--- src/rtl/pps_timer_nco.sv ---
// pps_timer_nco: phase-accumulator NCO timer with periodic pulse output and pps_in timestamp capture.
// Define PPS_TIMER_TRIM_EN to make the increment table writable at runtime; otherwise it is constant.
module pps_timer_nco #(
  parameter int ACC_W = 32,
  parameter int TS_W = 64,
  parameter int TIME_INCR_VAL = 10,
  parameter int PPS_COUNT_VAL = 100000,
  parameter int PULSE_LEN = 8,
  parameter int NUM_INCR = 4,
  parameter logic [NUM_INCR*ACC_W-1:0] A_INCR_TABLE =
    {32'hd554c987, 32'hd5543db8, 32'hd553b1ea, 32'hd5555555}
) (
  input  logic                        clk_pps,
  input  logic                        reset_pps,
  input  logic                        sel_next,
  input  logic                        sel_load,
  input  logic [$clog2(NUM_INCR)-1:0] sel_val,
  input  logic                        incr_we,
  input  logic [$clog2(NUM_INCR)-1:0] incr_idx,
  input  logic [ACC_W-1:0]            incr_data,
  input  logic                        pps_in,
  input  logic                        ts_ack,
  output logic [$clog2(NUM_INCR)-1:0] a_incr_sel,
  output logic                        tick,
  output logic [TS_W-1:0]             timestamp,
  output logic [TS_W-1:0]             ts_capture,
  output logic                        ts_valid,
  output logic                        ts_overrun,
  output logic                        pps_pulse_out
);

  localparam int SEL_W = $clog2(NUM_INCR);
  localparam int CNT_W = $clog2(PPS_COUNT_VAL);
  localparam int PL_W  = $clog2(PULSE_LEN + 1);
  localparam logic [SEL_W:0] NUM_SEL = (SEL_W+1)'(NUM_INCR);

  logic [ACC_W-1:0] incr_tbl [NUM_INCR];
  logic [ACC_W-1:0] acc;
  logic [ACC_W:0]   sum;
  logic [CNT_W-1:0] cnt;
  logic [PL_W-1:0]  pulse_cnt;
  logic             sync1, sync2, sync3;
  logic             pps_rise;
  logic             terminal;

`ifdef PPS_TIMER_TRIM_EN
  always_ff @(posedge clk_pps) begin
    if (reset_pps) begin
      for (int i = 0; i < NUM_INCR; i++) begin
        incr_tbl[i] <= A_INCR_TABLE[i*ACC_W +: ACC_W];
      end
    end else if (incr_we && ({1'b0, incr_idx} < NUM_SEL)) begin
      incr_tbl[incr_idx] <= incr_data;
    end
  end
`else
  logic unused_trim;
  assign unused_trim = ^{incr_we, incr_idx, incr_data};

  for (genvar i = 0; i < NUM_INCR; i++) begin : g_tbl
    assign incr_tbl[i] = A_INCR_TABLE[i*ACC_W +: ACC_W];
  end
`endif

  // The carry out of the phase add is the fractional-rate tick.
  assign sum = {1'b0, acc} + {1'b0, incr_tbl[a_incr_sel]};

  always_ff @(posedge clk_pps) begin
    if (reset_pps) begin
      acc  <= '0;
      tick <= 1'b0;
    end else begin
      acc  <= sum[ACC_W-1:0];
      tick <= sum[ACC_W];
    end
  end

  assign terminal = tick && (cnt == CNT_W'(PPS_COUNT_VAL - 1));

  always_ff @(posedge clk_pps) begin
    if (reset_pps) begin
      timestamp <= '0;
      cnt       <= '0;
      pulse_cnt <= '0;
    end else begin
      if (tick) begin
        timestamp <= timestamp + TS_W'(TIME_INCR_VAL);
        cnt       <= terminal ? '0 : cnt + CNT_W'(1);
      end
      if (terminal) begin
        pulse_cnt <= PL_W'(PULSE_LEN);
      end else if (pulse_cnt != '0) begin
        pulse_cnt <= pulse_cnt - PL_W'(1);
      end
    end
  end

  assign pps_pulse_out = (pulse_cnt != '0);

  // A load with an out-of-range value still blocks sel_next that cycle.
  always_ff @(posedge clk_pps) begin
    if (reset_pps) begin
      a_incr_sel <= '0;
    end else if (sel_load) begin
      if ({1'b0, sel_val} < NUM_SEL) begin
        a_incr_sel <= sel_val;
      end
    end else if (sel_next) begin
      a_incr_sel <= (a_incr_sel == SEL_W'(NUM_INCR - 1)) ? '0 : a_incr_sel + SEL_W'(1);
    end
  end

  assign pps_rise = sync2 & ~sync3;

  always_ff @(posedge clk_pps) begin
    if (reset_pps) begin
      sync1      <= 1'b0;
      sync2      <= 1'b0;
      sync3      <= 1'b0;
      ts_capture <= '0;
      ts_valid   <= 1'b0;
      ts_overrun <= 1'b0;
    end else begin
      sync1 <= pps_in;
      sync2 <= sync1;
      sync3 <= sync2;
      if (pps_rise) begin
        if (!ts_valid || ts_ack) begin
          ts_capture <= timestamp;
          ts_valid   <= 1'b1;
        end else begin
          ts_overrun <= 1'b1;
        end
      end else if (ts_ack) begin
        ts_valid <= 1'b0;
      end
    end
  end

endmodule

--- config.mk ---
export PLATFORM = sky130hd
export DESIGN_NAME = pps_timer_nco
export DESIGN_NICKNAME = d
export VERILOG_FILES = /design/src/rtl/pps_timer_nco.sv
export SDC_FILE = /design/constraint.sdc
export NUM_CORES = 1
export LEC_CHECK = 0
export ABC_CLOCK_PERIOD_IN_PS = 6200
export BUFFER_PORTS_ARGS = -buffer_cell sky130_fd_sc_hd__buf_4
export CORE_AREA = 2 2 204 126
export DETAILED_ROUTE_END_ITERATION = 6
export DIE_AREA = 0 0 206 128
export MAX_ROUTING_LAYER = met4
export SLEW_MARGIN = 10
export SYNTH_ARGS = -nofsm -noshare
export SYNTH_HDL_FRONTEND = slang
export SYNTH_SLANG_ARGS = --single-unit
--- constraint.sdc ---
create_clock -name clk_pps -period 6.2 [get_ports clk_pps]
set_clock_uncertainty 0.05 [all_clocks]
set_input_delay 0.93 -clock clk_pps [delete_from_list [all_inputs] [get_ports clk_pps]]
set_output_delay 0.93 -clock clk_pps [all_outputs]
set_load 0.01 [all_outputs]
## Yosys cells after proc, flatten, opt, wreduce, memory -nomap -nowiden

Cells that the tools add are included.

| operators by class | value |
|---|---|
| reduce and logical (&&, ||, !) cells | 11 |
| add/sub/neg operators | 5 |
| magnitude comparators | 1 |
| multiplexer cells | 12 |
| equal/unequal tests | 3 |
| bitwise operators | 4 |

Operator list:

| operator | number |
|---|---|
| adder 64 x 4 -> 64 bit (second input constant) | 1 |
| binary-select mux 32 bit (select 2 bit) | 1 |
| two-way mux 32 bit | 2 |
| adder 32 x 32 -> 33 bit | 1 |
| adder 17 x 1 -> 17 bit (second input constant) | 1 |
| == test 17 bit (second input constant) | 1 |
| two-way mux 17 bit | 1 |
| two-way mux 4 bit | 2 |
| two-way mux 2 bit | 3 |
| AND reduction 2 bit | 3 |
| nonzero test 2 bit | 3 |
| nonzero test 4 bit | 1 |
| subtractor 4 x 1 -> 4 bit (second input constant) | 1 |
| greater-or-equal comparator 3 bit (second input constant) | 1 |
| two-way mux 1 bit | 3 |
| NOT 2 -> 3 bit | 1 |
| adder 2 x 1 -> 2 bit (second input constant) | 1 |
| == test 2 bit (second input constant) | 1 |
| != test 2 x 1 -> 1 bit (second input constant) | 1 |
| NOT 1 bit | 2 |
| OR reduction 2 bit | 1 |
| bitwise AND 1 bit | 1 |
| logical AND 1 bit | 1 |
| logical NOT 1 bit | 1 |
| logical OR 1 bit | 1 |

| storage, ports and cells | value |
|---|---|
| input bits | 43 |
| output and inout port bits | 134 |
| word-level logic and storage cells | 49 |
| flip-flop bits (word level) | 189 |

## Longest topological paths before layout

| depth | value |
|---|---|
| depth in word-level cells | 5 |
| mapped depth | 12 |
| gate-level depth less buffers | 12 |

## Least setup slack after synthesis

Ideal clock, no wire load.

| path | value |
|---|---|
| path kind | flip-flop to flip-flop |
| start point | reg a_incr_sel[0] |
| end point | reg acc[30] |
| cell stages (with the launch flop) | 13 |
| period minus slack after synthesis | 3.191 ns |
| setup time | 0.130 ns |
| path slack | 3.009 ns |
| data arrival time | 3.011 ns |
| data required time | 6.020 ns |
| cells stage by stage | dfxtp_1 -> inv_1 -> ha_1 -> inv_1 -> ha_1 -> fa_1 -> nand3_1 -> a211oi_1 -> o2111ai_4 -> a2111oi_4 -> a311o_1 -> and3_4 -> nor3_2 |

| between the ends | value |
|---|---|
| cells in the longest elaborated chain, start to end | 5 |

RTL lines:

| what | line | RTL |
|---|---|---|
| start: declaration | 23 | `output logic [$clog2(NUM_INCR)-1:0] a_incr_sel,` |
| start signal: assignment | 106 | `a_incr_sel <= sel_val;` |
| start signal: assignment | 109 | `a_incr_sel <= (a_incr_sel == SEL_W'(NUM_INCR - 1)) ? '0 : a_incr_sel + SEL_W'(1);` |
| NOT 2 -> 3 bit (implied by the code) | 66 | `assign sum = {1'b0, acc} + {1'b0, incr_tbl[a_incr_sel]};` |
| binary-select mux 32 bit (select 2 bit) | 66 |  |
| two-way mux 32 bit (implied by the code) (2 in series) | 66 |  |
| adder 32 x 32 -> 33 bit | 66 |  |
| end signal: assignment | 73 | `acc <= sum[ACC_W-1:0];` |
| end: declaration | 38 | `logic [ACC_W-1:0] acc;` |

Every way passes these cells. The select of a mux whose other input is x is not followed.
A chain may end at the register's enable or synchronous reset.

## Final worst setup path

| path | value |
|---|---|
| start point | reg a_incr_sel[1] |
| end point | reg acc[30] |

The elaborated chain is that of the path after synthesis.

==> flow_summary.json <==
{
  "status": "finished clean",
  "die_h_um": 128,
  "power_density_mw_per_mm2": 333,
  "final_common_cell": "dfxtp_1",
  "core_sq_mm": 0.0247,
  "ant_nets": 0,
  "h-tree-depth": 4,
  "syn2layout_area_growth_pct": 23.2,
  "synth_compound_area_share_pct": 12.2,
  "cts_resized": 0,
  "yosys.area_share.adder_pct": 4.07,
  "pwr-share-seq_pct": 40.2,
  "routed_wl_um": 21800,
  "drc_errors": 0,
  "dieArea_sq_mm": 0.0264,
  "fin_setup_tns_ns": 0,
  "gr-usage-all-layers_pct": 17.0,
  "portBuffers": 139,
  "synthMuxAreaShare_pct": 0.487,
  "insertedDiodeCount": 0,
  "numCtsBuffers": 17,
  "hp-class": "register to register",
  "power.switching_w": 0.00109,
  "clock_path_buffers": 2,
  "min_from": "ts_capture[2]$_SDFFE_PP0P_",
  "synth-simple-area-share_pct": 26.0,
  "dr_total_vias": 7284,
  "yosys_warnings": 0,
  "rr_worst_depth": 12,
  "worstPathMaxFanout": 6,
  "drt_iter0_drc": 503,
  "drive_gt1_share_pct": 17.0,
  "grt_pass1_vias": 6350,
  "insertion_delay_ns": 0.43,
  "peakVddDrop_v": 0.000199,
  "dp_hpwl_um": 15400,
  "synth_ff_type": "dfxtp_1",
  "cp_data_arrival_time_ns": 3.88,
  "path_class": "register to register",
  "grt-ovfl-total": 0,
  "fin_nets": 1214,
  "worstHoldEndpoint": "ts_capture[2]$_SDFFE_PP0P_",
  "avgSynthCellArea_sq_um": 8.23,
  "antenna_found_initial": 0,
  "wl_per_cell_um": 14.7,
  "synth_top_family_by_area": "simple AND/OR/NAND/NOR gates",
  "nFillCells": 2482,
  "initial_core_util_pct": 34.4,
  "r2r-end": "acc[30]$_SDFF_PP0_",
  "cts_tree": "yes",
  "clkPwrFrac_pct": 35.4,
  "root_buffer": "clkbuf_16",
  "grt_pass1_wl_um": 34500,
  "reg2reg_slack_ns": 2.54,
  "p_comb_share_pct": 24.4,
  "grt_setup_unrepaired": "false",
  "maxCapViolations": 0,
  "p_sw_share_pct": 31.4,
  "setup_viol": 0,
  "static-leakage-power_nw": 4.06,
  "grt_max_degree": 119,
  "syn-cell-area_sq_mm": 0.00848,
  "first_pass_iters": 5,
  "clk_pin_slew_ns": 0.08,
  "ios": 177,
  "required_ns": 6.43,
  "synth_edf_count": 0,
  "place_congestion": 0.841,
  "fp.dieW_um": 206,
  "ys_seq_area_share_pct": 44.2,
  "fin_crit_sh_pct": 59.0,
  "period_needed_ns": 3.66,
  "p_int_w": 0.00238,
  "stdcell_area_sq_mm": 0.0104,
  "syn_inst": 1030,
  "avgViaCountPerCell": 4.90,
  "timing.rr.start": "a_incr_sel[1]$_SDFFE_PP0P_",
  "postCtsSetupRepairBufs": 0,
  "final_cell_mix": "dfxtp_1, nand2_1, buf_4",
  "synth_xor_area_share_pct": 9.71,
  "synthArstFlopShare_pct": 0,
  "holdBufCountCts": 0,
  "slew_headroom_pct": 38.0,
  "min_delay_path_depth": 2,
  "utilization_pct": 42.3,
  "rows": 45,
  "synth_seq_cells": 187,
  "fmax_mhz": 274,
  "place_area_sq_mm": 0.00977,
  "cp-end-kind": "register",
  "final_max_slew_viol_count": 0,
  "cts.sinks": 187,
  "hold_viol_final": 0,
  "synth.distinct_cells": 71,
  "tightest_slew_ns": 0.931,
  "worstSetupStartpointType": "register"
}
## worst max-delay path by stage
| stage | start | endpoint | slack (ns) | depth (start not counted) |
|---|---|---|---|---|
| floorplan | a_incr_sel[0]$_SDFFE_PP0P_ | acc[30]$_SDFF_PP0_ | 3.01 | 12 |
| global placement | a_incr_sel[1]$_SDFFE_PP0P_ | acc[30]$_SDFF_PP0_ | 2.57 | 12 |
| detailed placement | a_incr_sel[1]$_SDFFE_PP0P_ | acc[30]$_SDFF_PP0_ | 2.58 | 12 |
| CTS | a_incr_sel[1]$_SDFFE_PP0P_ | acc[30]$_SDFF_PP0_ | 2.55 | 12 |
| global route | a_incr_sel[1]$_SDFFE_PP0P_ | acc[31]$_SDFF_PP0_ | 2.28 | 11 |
| finish | a_incr_sel[1]$_SDFFE_PP0P_ | acc[30]$_SDFF_PP0_ | 2.54 | 12 |
## area by class of cell
cell class,instances,area [sq um],area share (%)
clock buffer,22,494,4.73
inverter,17,63.8,0.611
tap,329,412,3.94
sequential,187,3740,35.9
clock inverter,10,175,1.68
multi-input combinational,776,4460,42.7
timing repair buffer,145,1090,10.5
## power by group through the flow
stage	logic, W	clock network [W]	registers [W]
2_1_floorplan	0.000690	0	0.00138
3_3_place_gp	0.000824	0	0.00142
3_5_place_dp	0.000831	0	0.00142
4_1_cts	0.000837	0.00126	0.00140
5_1_grt	0.000945	0.00131	0.00141
6_report	0.000847	0.00123	0.00140
## flip-flops by register name, indices dropped and copies added, names as in the netlist
name        count
tick            1
ts_valid        1
pulse_cnt       4
cnt            17
timestamp      63
a_incr_sel      2
sync3           1
acc            32
sync2           1
ts_capture     63
ts_overrun      1
sync1           1
## cell families after synthesis
| family | count (synthesis) |
|---|---|
| simple gates | 478 |
| flops | 187 |
| compound gates | 171 |
| xor+xnor | 94 |
| buf+inv | 68 |
| fa+ha+maj | 27 |
| mux | 4 |
| other cells | 1 |
## routing by layer
| layer | vias to the layer above | routed length, um | track usage (%) |
|---|---|---|---|
| met4 | 0 | 125 | 3.66 |
| met1 | 3372 | 12000 | 26.5 |
| li1 | 3728 | - | - |
| met2 | 174 | 8460 | 21.5 |
| met5 | - | 0 | - |
| met3 | 10 | 1180 | 3.69 |
## through the flow
stage	setup slack (ns)	instances	hold WS (ns)	total power (W)
CTS	2.55	1486	0.408	0.00350
detailed placement	2.58	1454	0.398	0.00225
finish	2.54	1486	0.405	0.00348
global placement	2.57	1454	0.393	0.00225
floorplan	3.01	1031	0.364	0.00207
global route	2.28	1486	0.422	0.00367
## Yosys cell counts, types with 2 or more instances
master | instances | area share (%)
nand2b_1 | 6 | 0.44
a31oi_1 | 5 | 0.37
a221oi_1 | 2 | 0.21
a211oi_1 | 3 | 0.27
buf_1 | 2 | 0.089
nand2_1 | 179 | 7.9
and4_1 | 6 | 0.62
and3_1 | 14 | 1.0
clkbuf_1 | 38 | 1.7
xor2_1 | 61 | 6.3
nor4b_1 | 2 | 0.21
a41oi_1 | 2 | 0.21
mux2i_1 | 3 | 0.35
xnor2_1 | 33 | 3.4
buf_4 | 2 | 0.18
nor2b_1 | 12 | 0.89
dfxtp_1 | 187 | 44
o21ai_0 | 22 | 1.3
o21bai_1 | 2 | 0.18
a21o_1 | 5 | 0.44
nand3b_1 | 2 | 0.18
a21oi_1 | 109 | 6.4
ha_1 | 26 | 3.8
nor4_1 | 7 | 0.52
or3_1 | 6 | 0.44
or2_2 | 2 | 0.15
nor3_1 | 18 | 1.1
inv_1 | 17 | 0.75
nand4_1 | 28 | 2.1
nor3b_1 | 2 | 0.18
nor2_1 | 132 | 5.8
buf_6 | 2 | 0.27
and2_1 | 7 | 0.52
nand3_1 | 43 | 2.5
nand4b_1 | 2 | 0.21
clkbuf_2 | 3 | 0.18
buf_2 | 4 | 0.24
## critical path, cell delays in order (launching register included)
cell       delay, ns
dfxtp_1         0.51
inv_1           0.17
ha_1            0.42
inv_1           0.15
ha_1            0.20
fa_1            0.21
nand3_1         0.14
a211oi_1        0.40
o2111ai_4       0.18
a2111oi_4       0.51
a311o_1         0.30
and3_4          0.20
nor3_2          0.04
(Power assumes the default switching activity.)
